$ cat src/rtl/matrix_operand_loader.sv
// Byte-serial operand loader for the 2x2 matrix multiplier: gathers an 8-byte frame
// into shadow registers, publishes it to A*/B* and pulses start, with framing checks.
module matrix_operand_loader #(
  parameter int unsigned DATA_W     = 8,
  parameter int unsigned GAP_CYCLES = 2,
  parameter int unsigned CNT_W      = 16
) (
  input  logic              clk,
  input  logic              rst,
  input  logic              in_valid,
  input  logic [DATA_W-1:0] in_data,
  input  logic              in_last,
  output logic              in_ready,
  output logic [DATA_W-1:0] A0,
  output logic [DATA_W-1:0] A1,
  output logic [DATA_W-1:0] A2,
  output logic [DATA_W-1:0] A3,
  output logic [DATA_W-1:0] B0,
  output logic [DATA_W-1:0] B1,
  output logic [DATA_W-1:0] B2,
  output logic [DATA_W-1:0] B3,
  output logic              start,
  output logic              frame_err,
  output logic [CNT_W-1:0]  frame_cnt
);

  // The gap counter is loaded with GAP_CYCLES-1 and counts down to zero.
  localparam int unsigned GAP_W    = (GAP_CYCLES > 1) ? $clog2(GAP_CYCLES) : 1;
  localparam int unsigned GAP_INIT = (GAP_CYCLES > 0) ? GAP_CYCLES - 1 : 0;

  typedef enum logic [1:0] {
    S_LOAD,
    S_FIRE,
    S_GAP
  } state_t;

  state_t             state_q, state_d;
  logic [2:0]         idx_q, idx_d;
  logic [DATA_W-1:0]  shadow_q [7];
  logic [DATA_W-1:0]  shadow_d [7];
  logic [DATA_W-1:0]  ops_q [8];
  logic [DATA_W-1:0]  ops_d [8];
  logic [CNT_W-1:0]   cnt_q, cnt_d;
  logic [GAP_W-1:0]   gap_q, gap_d;
  logic               err_q, err_d;

  always_comb begin
    state_d  = state_q;
    idx_d    = idx_q;
    shadow_d = shadow_q;
    ops_d    = ops_q;
    cnt_d    = cnt_q;
    gap_d    = gap_q;
    err_d    = 1'b0;
    unique case (state_q)
      S_LOAD: begin
        // in_ready is high throughout LOAD, so in_valid alone marks a transfer.
        if (in_valid) begin
          if (idx_q == 3'd7 && in_last) begin
            for (int unsigned i = 0; i < 7; i++) begin
              ops_d[i] = shadow_q[i];
            end
            ops_d[7] = in_data;
            cnt_d    = cnt_q + 1'b1;
            idx_d    = '0;
            state_d  = S_FIRE;
          end else if (idx_q == 3'd7 || in_last) begin
            err_d = 1'b1;
            idx_d = '0;
          end else begin
            for (int unsigned i = 0; i < 7; i++) begin
              if (idx_q == 3'(i)) shadow_d[i] = in_data;
            end
            idx_d = idx_q + 3'd1;
          end
        end
      end
      S_FIRE: begin
        if (GAP_CYCLES > 0) begin
          state_d = S_GAP;
          gap_d   = GAP_W'(GAP_INIT);
        end else begin
          state_d = S_LOAD;
        end
      end
      S_GAP: begin
        if (gap_q == '0) state_d = S_LOAD;
        else             gap_d   = gap_q - 1'b1;
      end
      default: state_d = S_LOAD;
    endcase
  end

  always_ff @(posedge clk) begin
    if (rst) begin
      state_q  <= S_LOAD;
      idx_q    <= '0;
      shadow_q <= '{default: '0};
      ops_q    <= '{default: '0};
      cnt_q    <= '0;
      gap_q    <= '0;
      err_q    <= 1'b0;
    end else begin
      state_q  <= state_d;
      idx_q    <= idx_d;
      shadow_q <= shadow_d;
      ops_q    <= ops_d;
      cnt_q    <= cnt_d;
      gap_q    <= gap_d;
      err_q    <= err_d;
    end
  end

  assign in_ready  = (state_q == S_LOAD);
  assign start     = (state_q == S_FIRE);
  assign frame_err = err_q;
  assign frame_cnt = cnt_q;

  assign A0 = ops_q[0];
  assign A1 = ops_q[1];
  assign A2 = ops_q[2];
  assign A3 = ops_q[3];
  assign B0 = ops_q[4];
  assign B1 = ops_q[5];
  assign B2 = ops_q[6];
  assign B3 = ops_q[7];

endmodule

$ cat config.mk
export PLATFORM = sky130hd
export DESIGN_NAME = matrix_operand_loader
export DESIGN_NICKNAME = d
export VERILOG_FILES = /design/src/rtl/matrix_operand_loader.sv
export SDC_FILE = /design/constraint.sdc
export NUM_CORES = 1
export LEC_CHECK = 0
export CAP_MARGIN = 20
export CORE_UTILIZATION = 43
export CTS_CLUSTER_SIZE = 12
export DETAILED_ROUTE_END_ITERATION = 8
export DONT_BUFFER_PORTS = 1
export HOLD_SLACK_MARGIN = 0.08
export PLACE_DENSITY_LB_ADDON = 0.2
export SLEW_MARGIN = 30
export SYNTH_ARGS = -nofsm -noshare
export SYNTH_HDL_FRONTEND = slang
export SYNTH_SLANG_ARGS = --single-unit
$ cat constraint.sdc
create_clock -name clk -period 2 [get_ports clk]
set_input_delay 0.3 -clock clk [delete_from_list [all_inputs] [get_ports clk]]
set_output_delay 0.3 -clock clk [all_outputs]
set_load 0.03 [all_outputs]
# After elaboration in Yosys (flattened, before gate mapping)
# Index checks and enable logic that the tools add are counted.
# Widths: inputs -> output; s select.
totals:
  ff_bits: 143
  in_bits: 12
  output_inout_bits: 83
  elab_cells: 64
classes:
  add_sub_neg: 3
  n_eq_ne: 12
  mux: 9
  bitwise: 4
  n_reduce_logical: 16
op_table:
  columns: ["cell", "count"]
  rows:
  - ["$reduce_and 5->1", 7]
  - ["$add 16x1->16 const B", 1]
  - ["$eq 3x3->1 const B", 4]
  - ["$eq 3x2->1 const B", 2]
  - ["$mux 2", 3]
  - ["$mux 3", 2]
  - ["$pmux 2 s3", 1]
  - ["$reduce_and 3->1", 2]
  - ["$ne 2x2->1 const B", 2]
  - ["$not 1->1", 4]
  - ["$reduce_or 4->1", 1]
  - ["$add 3x1->3 const B", 1]
  - ["$eq 3x1->1 const B", 1]
  - ["$logic_not 3->1", 1]
  - ["$eq 2x1->1 const B", 1]
  - ["$eq 2x2->1 const B", 1]
  - ["$logic_not 2->1", 1]
  - ["$mux 1", 2]
  - ["$ne 2x1->1 const B", 1]
  - ["$pmux 1 s2", 1]
  - ["$reduce_and 2->1", 1]
  - ["$reduce_bool 2->1", 1]
  - ["$logic_and 1x1->1", 1]
  - ["$logic_or 1x1->1", 1]
  - ["$sub 1x1->1 const B", 1]

# Depth between registers and ports, before layout
depth:
  word_depth: 5
  ltp_mapped: 8
  mapped_depth_nobuf: 6

# Least setup slack after synthesis
# OpenSTA, ideal clock, no wires.
synth_timing:
  path_type: "register -> register"
  start: "register state_q[0]"
  end: "register shadow_q[0] in the netlist's numbering"
  arrival_time_ns: 1.767
  setup_slack_ns: 0.105
  stages_incl_launch_ff: 8
  path_buffers: 1
  cell_sequence: "dfxtp_1 > inv_1 > ha_1 > nor4bb_1 > buf_2 > nand3_2 > mux2i_1 > nor2_1"
synth_via:
  elab_chain_len: 2
synth_rtl:
  columns: ["item", "line_no", "rtl"]
  rows:
  - ["start: declaration", "37", "state_t state_q, state_d;"]
  - ["start signal: assignment", "104", "state_q <= state_d;"]
  - ["$logic_not 2->1", null, null]
  - ["via in_ready", "13", "output logic in_ready,"]
  - ["$reduce_and 5->1 (no line)", null, null]
  - ["end signal: assignment", "106", "shadow_q <= shadow_d;"]
  - ["end: declaration", "39", "logic [DATA_W-1:0] shadow_q [7];"]
# The timed path passes the listed nets, and every way through them passes these cells.
# A chain may end at the register's enable or synchronous reset.

# Final worst setup path
layout_timing:
  start: "register idx_q[0]"
  end: "register shadow_q[53] in the netlist's numbering"
layout_via:
  elab_chain_len: 4
layout_rtl:
  columns: ["item", "line_no", "rtl"]
  rows:
  - ["start: declaration", "38", "logic [2:0] idx_q, idx_d;"]
  - ["start signal: assignment", "105", "idx_q <= idx_d;"]
  - ["$eq 3x3->1", "59, 67", null]
  - ["$logic_or 1x1->1 / $logic_and 1x1->1 (equally long branches)", "67, 59", null]
  - ["$not 1->1 (no line)", null, null]
  - ["$reduce_and 5->1 (no line) *", null, null]
# Every way passes the cells marked *; elsewhere a longest branch is shown, timed or not.

==> impl_results.md <==
- Post-synthesis sequential area ratio: 0.536
- Slowest stage delay, CP: 0.34 ns
- Nets: 627
- Clk buf depth: 2
- Required time of the worst setup path: 2.31 ns
- Synth Area per Inst: 8.83 um^2
- DR vias: 3983
- Die width: 113 um
- Largest net degree at the start of global routing: 144
- Rel. slew slack: 0.702
- Layout cells sized above 1: 0.115
- Sw Ratio: 0.203
- Final min period: 1.94 ns
- #FFs+latches synth: 143
- Final Cycle Share: 0.970
- Drt pass-1 iters: 5
- Syn nets: 627
- Final setup violation count: 0
- Die Height: 113 um
- CTS Buf Count: 17
- F_max: 515 MHz
- Comb pwr share: 0.010
- RSZ-0062 raised after global routing: yes
- Hold-fix buffers, CTS: 3
- Synth warn: 0
- Post-CTS Setup Inserts: 0
- Util after Layout: 0.521
- Setup ws final: 0.0596 ns
- Hold WS: -0.0501 ns
- Outcome: finished with violations
- Critical-path maximum fanout: 18
- TritonCTS clock tree: done
- Number of vias per cell: 5.07
- Cell count after synthesis: 605
- DP HPWL: 7810 um
- Total Power: 6320 uW
- Synth area leader: dfxtp_1
- Ys async rst share: 0
- Clk_skew: 0.00809 ns
- Pleak: 0.00251 uW
- Worst-margin pin slew: 0.447 ns
- DRT iter0 DRCs: 195
- Switch Pwr: 1290 uW
- Worst Hold Class: in -> reg
- Clock-pin slew on the worst setup and hold paths: 0.06 ns
- Vias in the first global route: 3862
- DRC violations left: 0
- GPL Wtd Cong: 0.743
- Place WS: -0.0781 ns
- Core ar.: 0.0121 mm^2
- I/O pin count: 95
- Yosys cell types: 30
- Failing checks: hold timing
- Buf+Inv Stages, Crit Path: 1
- Critical Path Start Type: register
- Max-cap violations: 0
- Sequential power share: 0.454
- Pwr/cell area: 1010 mW/mm^2
- Global route overflow: 0
- Number of synthesized flops with an enable pin: 0
- Initial antenna violation count: 0
- Cell area after synthesis: 0.00534 mm^2
- IO Port Bufs: 0
- Clk pwr share: 0.536
- Family with the most delay on the worst path: simple AND/OR/NAND/NOR gates
- Crit path kind: reg -> reg
- Critical path's slowest cell: nor4bb_4
- Routed WL: 12200 um
- Std-Cell Rows: 40
- Setup total negative slack: 0 ns
- Post-route ant nets: 0
- H-Tree Depth: 4
- Int Power: 5040 uW
- Tot GR Track Use: 0.197
- P&R area growth vs syn: 17.7%
- Clk root buf: clkbuf_16
- Top-area cell type share of the netlist area: 0.536
- Final hold vios: 69
- N_diodes: 0
- Dominant cells by area after synthesis: dfxtp_1 (54%), nand2_1 (10%), mux2i_1 (9.4%), a21oi_1 (7.4%), nor2_1 (4.6%)
- Clock Sinks: 143
- Critical-path cell list: ha_2, ha_4, nor4bb_4, buf_12, nand3_2, mux2i_1, nor2_1
- Clock latency on the worst-skew pair: 0.42 ns
- Starting Density: 0.443
- Slew Limit Fails: 0
- Arrival @ worst endpoint: 2.25 ns
- Wire per inst: 15.6 um
- First-pass GRT wire length: 19400 um
- Setup crit end kind: register
- Die footprint: 0.0129 mm^2
- Main synth FF type: dfxtp_1
- VDD IR max: 0.758 mV
[worst paths after layout]
kind | startpoint | end | slack [ns] | cells past startpoint
setup / recovery | idx_q[0] | shadow_q[53] | 0.06 | 7
hold / removal | rst | B1[7] | -0.05 | 1
setup reg to reg | idx_q[0] | shadow_q[53] | 0.06 | 7
hold reg to reg | shadow_q[34] | A2[2] | 0.45 | 2
[per-stage QoR]
step,instance area (um^2),instances
6_report,6280,786
5_1_grt,6280,786
4_1_cts,6250,786
3_5_place_dp,5570,751
3_3_place_gp,5570,751
2_1_floorplan,5340,605
[synthesized netlist by cell type (all sizes together), types with 3 or more instances]
cell type  number
a21oi          79
and4            3
buf            12
clkbuf         31
dfxtp         143
ha             10
inv             7
mux2i          50
nand2         145
nand3          20
nand4           6
nor2           65
nor3            4
nor4            4
o21ai           3
or3             3
xnor2           9
xor2            3
[state kept, by name, indices dropped and copies added (netlist names)]
| name | flops |
|---|---|
| B1 | 8 |
| B0 | 8 |
| A1 | 8 |
| frame_cnt | 16 |
| B3 | 8 |
| gap_q | 1 |
| A2 | 8 |
| A3 | 8 |
| state_q | 2 |
| B2 | 8 |
| shadow_q | 56 |
| frame_err | 1 |
| idx_q | 3 |
| A0 | 8 |
[routing by layer]
layer,track usage,wire (um),up-vias
met5,0,0,-
met4,0.0877,266,0
li1,-,-,2001
met3,0.0696,764,20
met1,0.240,5430,1858
met2,0.313,5760,104
[cell families after synthesis]
| logic type | after synthesis | synth area share |
|---|---|---|
| simple gates | 253 | 0.205 |
| flops | 143 | 0.536 |
| compound gates | 87 | 0.0841 |
| buf+inv | 50 | 0.0380 |
| mux | 50 | 0.0937 |
| xor+xnor | 12 | 0.0197 |
| fa+ha+maj | 10 | 0.0234 |
[power groups by stage]
stage	Clock, uW	Combinational (uW)	Sequential, uW
2_1_floorplan	0	100	2930
3_3_place_gp	0	59.1	2930
3_5_place_dp	0	61.6	2940
4_1_cts	3460	63.1	2870
5_1_grt	3580	69.4	2870
6_report	3390	63.5	2870
[cell usage in the layout (no fill, tap or decap), types with 2 or more instances in the layout]
cell type,count
a21oi_1,79
a22oi_1,2
and4_4,2
buf_12,2
buf_4,19
bufinv_16,4
clkbuf_16,17
clkinv_4,2
clkinvlp_4,4
dfxtp_1,142
dlygate4sd3_1,3
ha_1,7
ha_2,2
inv_1,6
inv_6,3
mux2i_1,50
nand2_1,145
nand3_1,13
nand3_2,5
nand3_4,2
nand4_1,5
nor2_1,65
nor3_1,4
nor4_1,4
o21ai_0,2
or3_1,3
xnor2_1,9
xor2_1,3
[timing repair]
item / 4_1_cts / 5_1_grt
hold endpoints to repair: 143 / 140
pin swaps: 0 / 2
resized for setup: 1 / 7
endpoints found under the setup margin: 49 / 55
[cell type report]
type / instances / area (um^2)
tap: 168 / 210
inverter: 7 / 26.3
clock inverter: 14 / 205
sequential: 143 / 2860
clock buffer: 18 / 439
timing repair buffer: 24 / 213
fill: 1168 / 5780
multi-input combinational: 412 / 2330
(Power assumes the default switching activity.)
